File: src/rtl/cp0_regs_pkg.sv
// cp0_defs: shared CP0 register numbers, exception codes and write masks.
package cp0_defs;
    localparam logic [4:0] CP0_BADVADDR = 5'd8;
    localparam logic [4:0] CP0_COUNT    = 5'd9;
    localparam logic [4:0] CP0_COMPARE  = 5'd11;
    localparam logic [4:0] CP0_STATUS   = 5'd12;
    localparam logic [4:0] CP0_CAUSE    = 5'd13;
    localparam logic [4:0] CP0_EPC      = 5'd14;
    localparam logic [4:0] CP0_PRID     = 5'd15;

    localparam logic [31:0] EXC_INT  = 32'h1;
    localparam logic [31:0] EXC_ADEL = 32'h4;
    localparam logic [31:0] EXC_ADES = 32'h5;
    localparam logic [31:0] EXC_SYS  = 32'h8;
    localparam logic [31:0] EXC_BP   = 32'h9;
    localparam logic [31:0] EXC_RI   = 32'ha;
    localparam logic [31:0] EXC_OV   = 32'hc;
    localparam logic [31:0] EXC_ERET = 32'he;

    localparam logic [31:0] STATUS_RESET = 32'h0040_0000;
    localparam logic [31:0] STATUS_WMASK = 32'h0000_ff03;
    localparam logic [31:0] CAUSE_WMASK  = 32'h0000_0300;

    // Exception types that enter the handler (everything except eret).
    function automatic logic is_trap(input logic [31:0] t);
        return t inside {EXC_INT, EXC_ADEL, EXC_ADES, EXC_SYS, EXC_BP, EXC_RI, EXC_OV};
    endfunction
endpackage

File: src/rtl/cp0_regs_timer.sv
// cp0_timer: half-rate Count, Compare and sticky timer interrupt.
//   clk, rst (async active-low)
//   count_we/compare_we/wdata : mtc0 write ports
//   count/compare/timer_int   : registered timer state
module cp0_timer (
    input  logic        clk,
    input  logic        rst,
    input  logic        count_we,
    input  logic        compare_we,
    input  logic [31:0] wdata,
    output logic [31:0] count,
    output logic [31:0] compare,
    output logic        timer_int
);
    logic tick;

    always_ff @(posedge clk or negedge rst) begin
        if (!rst) begin
            tick      <= 1'b0;
            count     <= '0;
            compare   <= '0;
            timer_int <= 1'b0;
        end else begin
            tick      <= ~tick;
            count     <= count_we ? wdata : count + {31'd0, tick};
            if (compare_we) compare <= wdata;
            // A Compare write acknowledges the interrupt and beats a same-cycle match.
            timer_int <= compare_we ? 1'b0 : (timer_int | (count == compare && compare != '0));
        end
    end
endmodule

File: src/rtl/cp0_regs.sv
// cp0_regs: MIPS coprocessor-0 register file with exception update and timer.
//   clk, rst (async active-low)
//   we_i/waddr_i/data_i : mtc0 write;  raddr_i/data_o : mfc0 read (combinational)
//   int_i               : external interrupt lines
//   excepttype_i, pc_i, in_delayslot_i, bad_addr_i : exception from the decoder
//   count_o .. badvaddr_o, timer_int_o : registered CP0 state
module cp0_regs
    import cp0_defs::*;
#(
    parameter logic [31:0] PRID_VALUE = 32'h0000_4220
) (
    input  logic        clk,
    input  logic        rst,
    input  logic        we_i,
    input  logic [4:0]  waddr_i,
    input  logic [4:0]  raddr_i,
    input  logic [31:0] data_i,
    input  logic [5:0]  int_i,
    input  logic [31:0] excepttype_i,
    input  logic [31:0] pc_i,
    input  logic        in_delayslot_i,
    input  logic [31:0] bad_addr_i,
    output logic [31:0] data_o,
    output logic [31:0] count_o,
    output logic [31:0] compare_o,
    output logic [31:0] status_o,
    output logic [31:0] cause_o,
    output logic [31:0] epc_o,
    output logic [31:0] badvaddr_o,
    output logic        timer_int_o
);
    // An exception in flight discards any mtc0 issued in the same cycle.
    logic        mtc0;
    logic [5:0]  ip_live;
    logic [31:0] status_wr, cause_live, cause_wr, rd_cur, wr_val;

    assign mtc0       = we_i && excepttype_i == '0;
    assign ip_live    = {int_i[5] | timer_int_o, int_i[4:0]};
    assign status_wr  = (status_o & ~STATUS_WMASK) | (data_i & STATUS_WMASK);
    assign cause_live = {cause_o[31:16], ip_live, cause_o[9:0]};
    assign cause_wr   = (cause_live & ~CAUSE_WMASK) | (data_i & CAUSE_WMASK);

    cp0_timer u_timer (
        .clk       (clk),
        .rst       (rst),
        .count_we  (mtc0 && waddr_i == CP0_COUNT),
        .compare_we(mtc0 && waddr_i == CP0_COMPARE),
        .wdata     (data_i),
        .count     (count_o),
        .compare   (compare_o),
        .timer_int (timer_int_o)
    );

    always_ff @(posedge clk or negedge rst) begin
        if (!rst) begin
            status_o   <= STATUS_RESET;
            cause_o    <= '0;
            epc_o      <= '0;
            badvaddr_o <= '0;
        end else begin
            cause_o[15:10] <= ip_live;
            if (is_trap(excepttype_i)) begin
                // A nested trap keeps the original return point.
                if (!status_o[1]) begin
                    epc_o       <= in_delayslot_i ? pc_i - 32'd4 : pc_i;
                    cause_o[31] <= in_delayslot_i;
                end
                status_o[1]  <= 1'b1;
                cause_o[6:2] <= excepttype_i[4:0];
                if (excepttype_i == EXC_ADEL || excepttype_i == EXC_ADES) badvaddr_o <= bad_addr_i;
            end else if (excepttype_i == EXC_ERET) begin
                status_o[1] <= 1'b0;
            end else if (mtc0) begin
                case (waddr_i)
                    CP0_STATUS: status_o     <= status_wr;
                    CP0_CAUSE:  cause_o[9:8] <= data_i[9:8];
                    CP0_EPC:    epc_o        <= data_i;
                    default:    ;
                endcase
            end
        end
    end

    always_comb begin
        rd_cur = '0;
        case (raddr_i)
            CP0_BADVADDR: rd_cur = badvaddr_o;
            CP0_COUNT:    rd_cur = count_o;
            CP0_COMPARE:  rd_cur = compare_o;
            CP0_STATUS:   rd_cur = status_o;
            CP0_CAUSE:    rd_cur = cause_live;
            CP0_EPC:      rd_cur = epc_o;
            CP0_PRID:     rd_cur = PRID_VALUE;
            default:      rd_cur = '0;
        endcase
    end

    // Value a same-address mtc0 would leave behind; read-only registers keep theirs.
    always_comb begin
        wr_val = rd_cur;
        case (raddr_i)
            CP0_COUNT, CP0_COMPARE, CP0_EPC: wr_val = data_i;
            CP0_STATUS:                      wr_val = status_wr;
            CP0_CAUSE:                       wr_val = cause_wr;
            default:                         wr_val = rd_cur;
        endcase
    end

    assign data_o = (we_i && waddr_i == raddr_i) ? wr_val : rd_cur;
endmodule

File: config.mk
export PLATFORM = sky130hd
export DESIGN_NAME = cp0_regs
export DESIGN_NICKNAME = d
export VERILOG_FILES = /design/src/rtl/cp0_regs_pkg.sv /design/src/rtl/cp0_regs_timer.sv /design/src/rtl/cp0_regs.sv
export SDC_FILE = /design/constraint.sdc
export NUM_CORES = 1
export LEC_CHECK = 0
export CAP_MARGIN = 15
export CORE_AREA = 2 2 144 146
export DETAILED_ROUTE_END_ITERATION = 10
export DIE_AREA = 0 0 146 148
export DONT_BUFFER_PORTS = 1
export GPL_ROUTABILITY_DRIVEN = 1
export GPL_TIMING_DRIVEN = 0
export SLEW_MARGIN = 20
export SYNTH_ARGS = -nofsm -noshare
export SYNTH_HDL_FRONTEND = slang
export SYNTH_HIERARCHICAL = 1
export SYNTH_SLANG_ARGS = --single-unit
File: constraint.sdc
create_clock -name clk -period 5.5 [get_ports clk]
set_input_delay 0 -clock clk [delete_from_list [all_inputs] [get_ports clk]]
set_output_delay 0 -clock clk [all_outputs]
set_load 0.05 [all_outputs]
==> results.md <==
- Worst skew pair latency: 0.44 ns
- Final setup viols: 0
- Slew margin rel.: 19.16%
- Vias after detailed routing: 10,059
- Placed cells: 1,358
- Outcome: complete, no violations
- Clk buf depth: 2
- Die area: 21,610 µm²
- Tcrit/Tclk final: 61.55%
- CTS resizes: 0
- Synth warn: 42
- FP Rows: 52
- CTS tree: yes
- CP max FO: 10
- HP Class: in2reg
- Kind of critical path: in2reg
- Starting Density: 49.80%
- Mapped Area: 9980 µm²
- Die height: 148 µm
- Die Wd: 146 µm
- Core area: 20,040 µm²
- First-pass GRT wire length: 61.61 mm
- IO Pins: 373
- Reg clk slew, reported paths: 0.06 ns
- FMAX: 0.2954 GHz
- DRT Pass-1 Iters: 7
- CP arrival: 3.74 ns
- Mean routed wirelength per cell: 28.14 µm
- CTS buffer count: 17
- MaxCap Viol Count: 0
- Reg-to-reg startpoint: u_timer/count[0]$_DFF_PN0_
- Final min period: 3.385 ns
- Largest net degree at the start of global routing: 155
- RSZ-0062 raised after global routing: false
- Synthesized flop and latch total: 154
- Post-synth EDFFs: 0
- Asr flop ratio synth: 100.0%
- Fin nets: 1,373
- Finished layout cell area: 12,300 µm²
- Worst-margin pin slew: 1.203 ns
- GRT Util Overall: 37.84%
- Hold buffer count at cts: 115
- Root buffer cell: clkbuf_16
- First DRT Iteration DRCs: 1,400
- Antenna Cells: 0
- Ys flop type: dfrtp_1
- Synth Instances: 1,048
- Port Buf Inserts: 0
- Lkg Pwr: 5.210 nW
- Placed cell area: 10,500 µm²
- Layout area overhead: 23.22%
- Worst setup path startpoint: excepttype_i[6]
- Yosys cell types: 70
- Dpl hpwl: 30.59 mm
- Post-synthesis sequential area ratio: 38.62%
- Syn avg cell area: 9.522 µm²
- Setup TNS: 0 ns
- RePlAce Congestion: 0.9686
- Setup crit start kind: input pin
- Peak VDD IR: 0.0002078 V
- Mean number of vias per cell: 6.684
- CP Capture Type: register
- Grt total ovfl: 0
- Routed Antenna Nets: 0
- CTS Sinks: 154
- Non-filler cells, final: 1,505
- Slew Limit Fails: 0
- Final Hold Vio Count: 0
- Postcts setup bufs: 0
- Hold_sp: pc_i[15]
- H-tree depth: 4
- Vias in the first global route: 9,561
- Routed WL: 42.35 mm
- Clock Skews: 0.007779 ns
- Worst EP required: 5.85 ns
- Layout cell share with drive strength beyond 1: 15.95%
- DRC: 0
- Initial antenna violation count: 0
- Power Density: 220.4 nW/µm²
- Total Power: 2.710 mW
-- kinds of logic after synthesis --
| logic type | share of synthesized area [%] |
|---|---|
| simple gates | 18.58 |
| compound gates | 18.99 |
| flops | 38.62 |
| buf+inv | 7.347 |
| mux | 10.74 |
| xor+xnor | 5.266 |
| fa+ha+maj | 0.3762 |
| other cells | 0.07525 |
-- path summary, 6_finish.rpt --
kind | to | slack (ns) | cells after the start
setup / recovery | u_timer/count[9]$_DFF_PN0_ | 2.11 | 9
hold reg to reg | u_timer/tick$_DFF_PN0_ | 0.44 | 1
max in group asynchronous | badvaddr_o[22]$_DFFE_PN0P_ | 4.61 | 2
setup reg to reg | u_timer/count[22]$_DFF_PN0_ | 2.72 | 6
hold / removal | epc_o[16]$_DFFE_PN0P_ | 0.004 | 5
min in group asynchronous | badvaddr_o[2]$_DFFE_PN0P_ | 0.28 | 2
-- report_power, final --
| part | switching, mW | leakage, nW | total (mW) | internal (mW) |
|---|---|---|---|---|
| logic | 0.186 | 2.87 | 0.293 | 0.107 |
| registers | 0.00755 | 2.04 | 1.14 | 1.13 |
| clock network | 0.501 | 0.295 | 1.28 | 0.774 |
| total | 0.695 | 5.21 | 2.71 | 2.02 |
-- synth_stat cells (7+ instances only) --
| cell | n | share of area [%] |
|---|---|---|
| dfrtp_1 | 154 | 39 |
| a221oi_1 | 9 | 0.79 |
| buf_4 | 48 | 3.6 |
| nand4_1 | 20 | 1.3 |
| o2bb2ai_1 | 17 | 1.5 |
| xnor2_1 | 13 | 1.1 |
| or4_1 | 7 | 0.53 |
| and3_1 | 12 | 0.75 |
| o31a_1 | 11 | 0.97 |
| a22o_1 | 18 | 1.6 |
| clkbuf_1 | 60 | 2.3 |
| inv_1 | 20 | 0.75 |
| or2_2 | 11 | 0.69 |
| or3_1 | 9 | 0.56 |
| a22oi_1 | 50 | 3.8 |
| o31ai_1 | 23 | 1.7 |
| o22ai_1 | 7 | 0.44 |
| nor4_1 | 54 | 3.4 |
| nor2_1 | 48 | 1.8 |
| nand2_1 | 68 | 2.6 |
| a222oi_1 | 10 | 1.0 |
| mux2_2 | 81 | 9.1 |
| nor3_1 | 28 | 1.4 |
| o311ai_0 | 9 | 0.79 |
| xor2_1 | 47 | 4.1 |
| mux2i_1 | 16 | 1.6 |
| nand3_1 | 30 | 1.5 |
| o21ai_0 | 69 | 3.5 |
-- layout by cell type, fill, tap and decap left out, drive strengths merged, types with 5 or more instances in the layout --
| cell type | n |
|---|---|
| buf | 55 |
| o21ai | 69 |
| a22o | 18 |
| mux2 | 81 |
| and2 | 6 |
| a221oi | 9 |
| inv | 21 |
| or3 | 9 |
| o2bb2ai | 17 |
| clkbuf | 86 |
| o31ai | 25 |
| nand4 | 21 |
| o311ai | 12 |
| nor4 | 54 |
| nor2 | 48 |
| nand3b | 5 |
| mux2i | 16 |
| or2 | 13 |
| nor3 | 29 |
| nand2 | 68 |
| nand2b | 5 |
| and3 | 13 |
| or4 | 9 |
| a222oi | 10 |
| conb | 40 |
| a311o | 6 |
| nor2b | 6 |
| xor2 | 47 |
| o31a | 11 |
| and4 | 7 |
| a22oi | 50 |
| dlygate4sd3 | 114 |
| o22ai | 7 |
| xnor2 | 13 |
| dfrtp | 154 |
| nand3 | 32 |
-- sequential cells by signal, summed over array words and instances, names as in the netlist --
signal,count
badvaddr_o,32
epc_o,32
u_timer/count,32
cause_o,14
status_o,10
u_timer/tick,1
u_timer/compare,32
u_timer/timer_int,1
-- worst max-delay path, cell delays in order --
cell and delay, ns:
dlygate4sd3_1 0.55, nor4_1 0.33, nand3_1 0.34, nor4_1 0.73, clkbuf_1 0.42, clkbuf_1 0.59
clkbuf_1 0.52, nand2_1 0.15, o21ai_0 0.11
-- per-stage QoR --
stage / hold WS (ns) / setup WS (ns) / utilization, %
after floorplan: -0.2956 / 3.212 / -
after global placement: -0.2908 / 1.993 / 52.20
after detailed placement: -0.2918 / 2.242 / 52.40
after CTS: 0.002847 / 2.195 / 61.33
after global routing: 0.03004 / 1.870 / 61.36
final: 0.004292 / 2.115 / 61.36
-- routing by layer --
layer  global-route usage, %  vias up  routed length (µm)
met5                       0        -                   0
met4                   13.74        0                1484
met3                   12.22      125                4971
met2                   59.81      725               19390
met1                   48.94     4939               16500
li1                        -     4270                   -
-- area by class of cell --
type	instances	area [µm²]
plain buffers	117	658.1
clock buffers	22	454.2
clock inverters	10	166.4
fillers	1787	7742
inverters	20	75.07
multi-input cells	795	5564
flip-flops and latches	154	3854
well taps	270	337.8
repair buffers	117	1187
No activity file was read; power rests on OpenSTA's default activity.
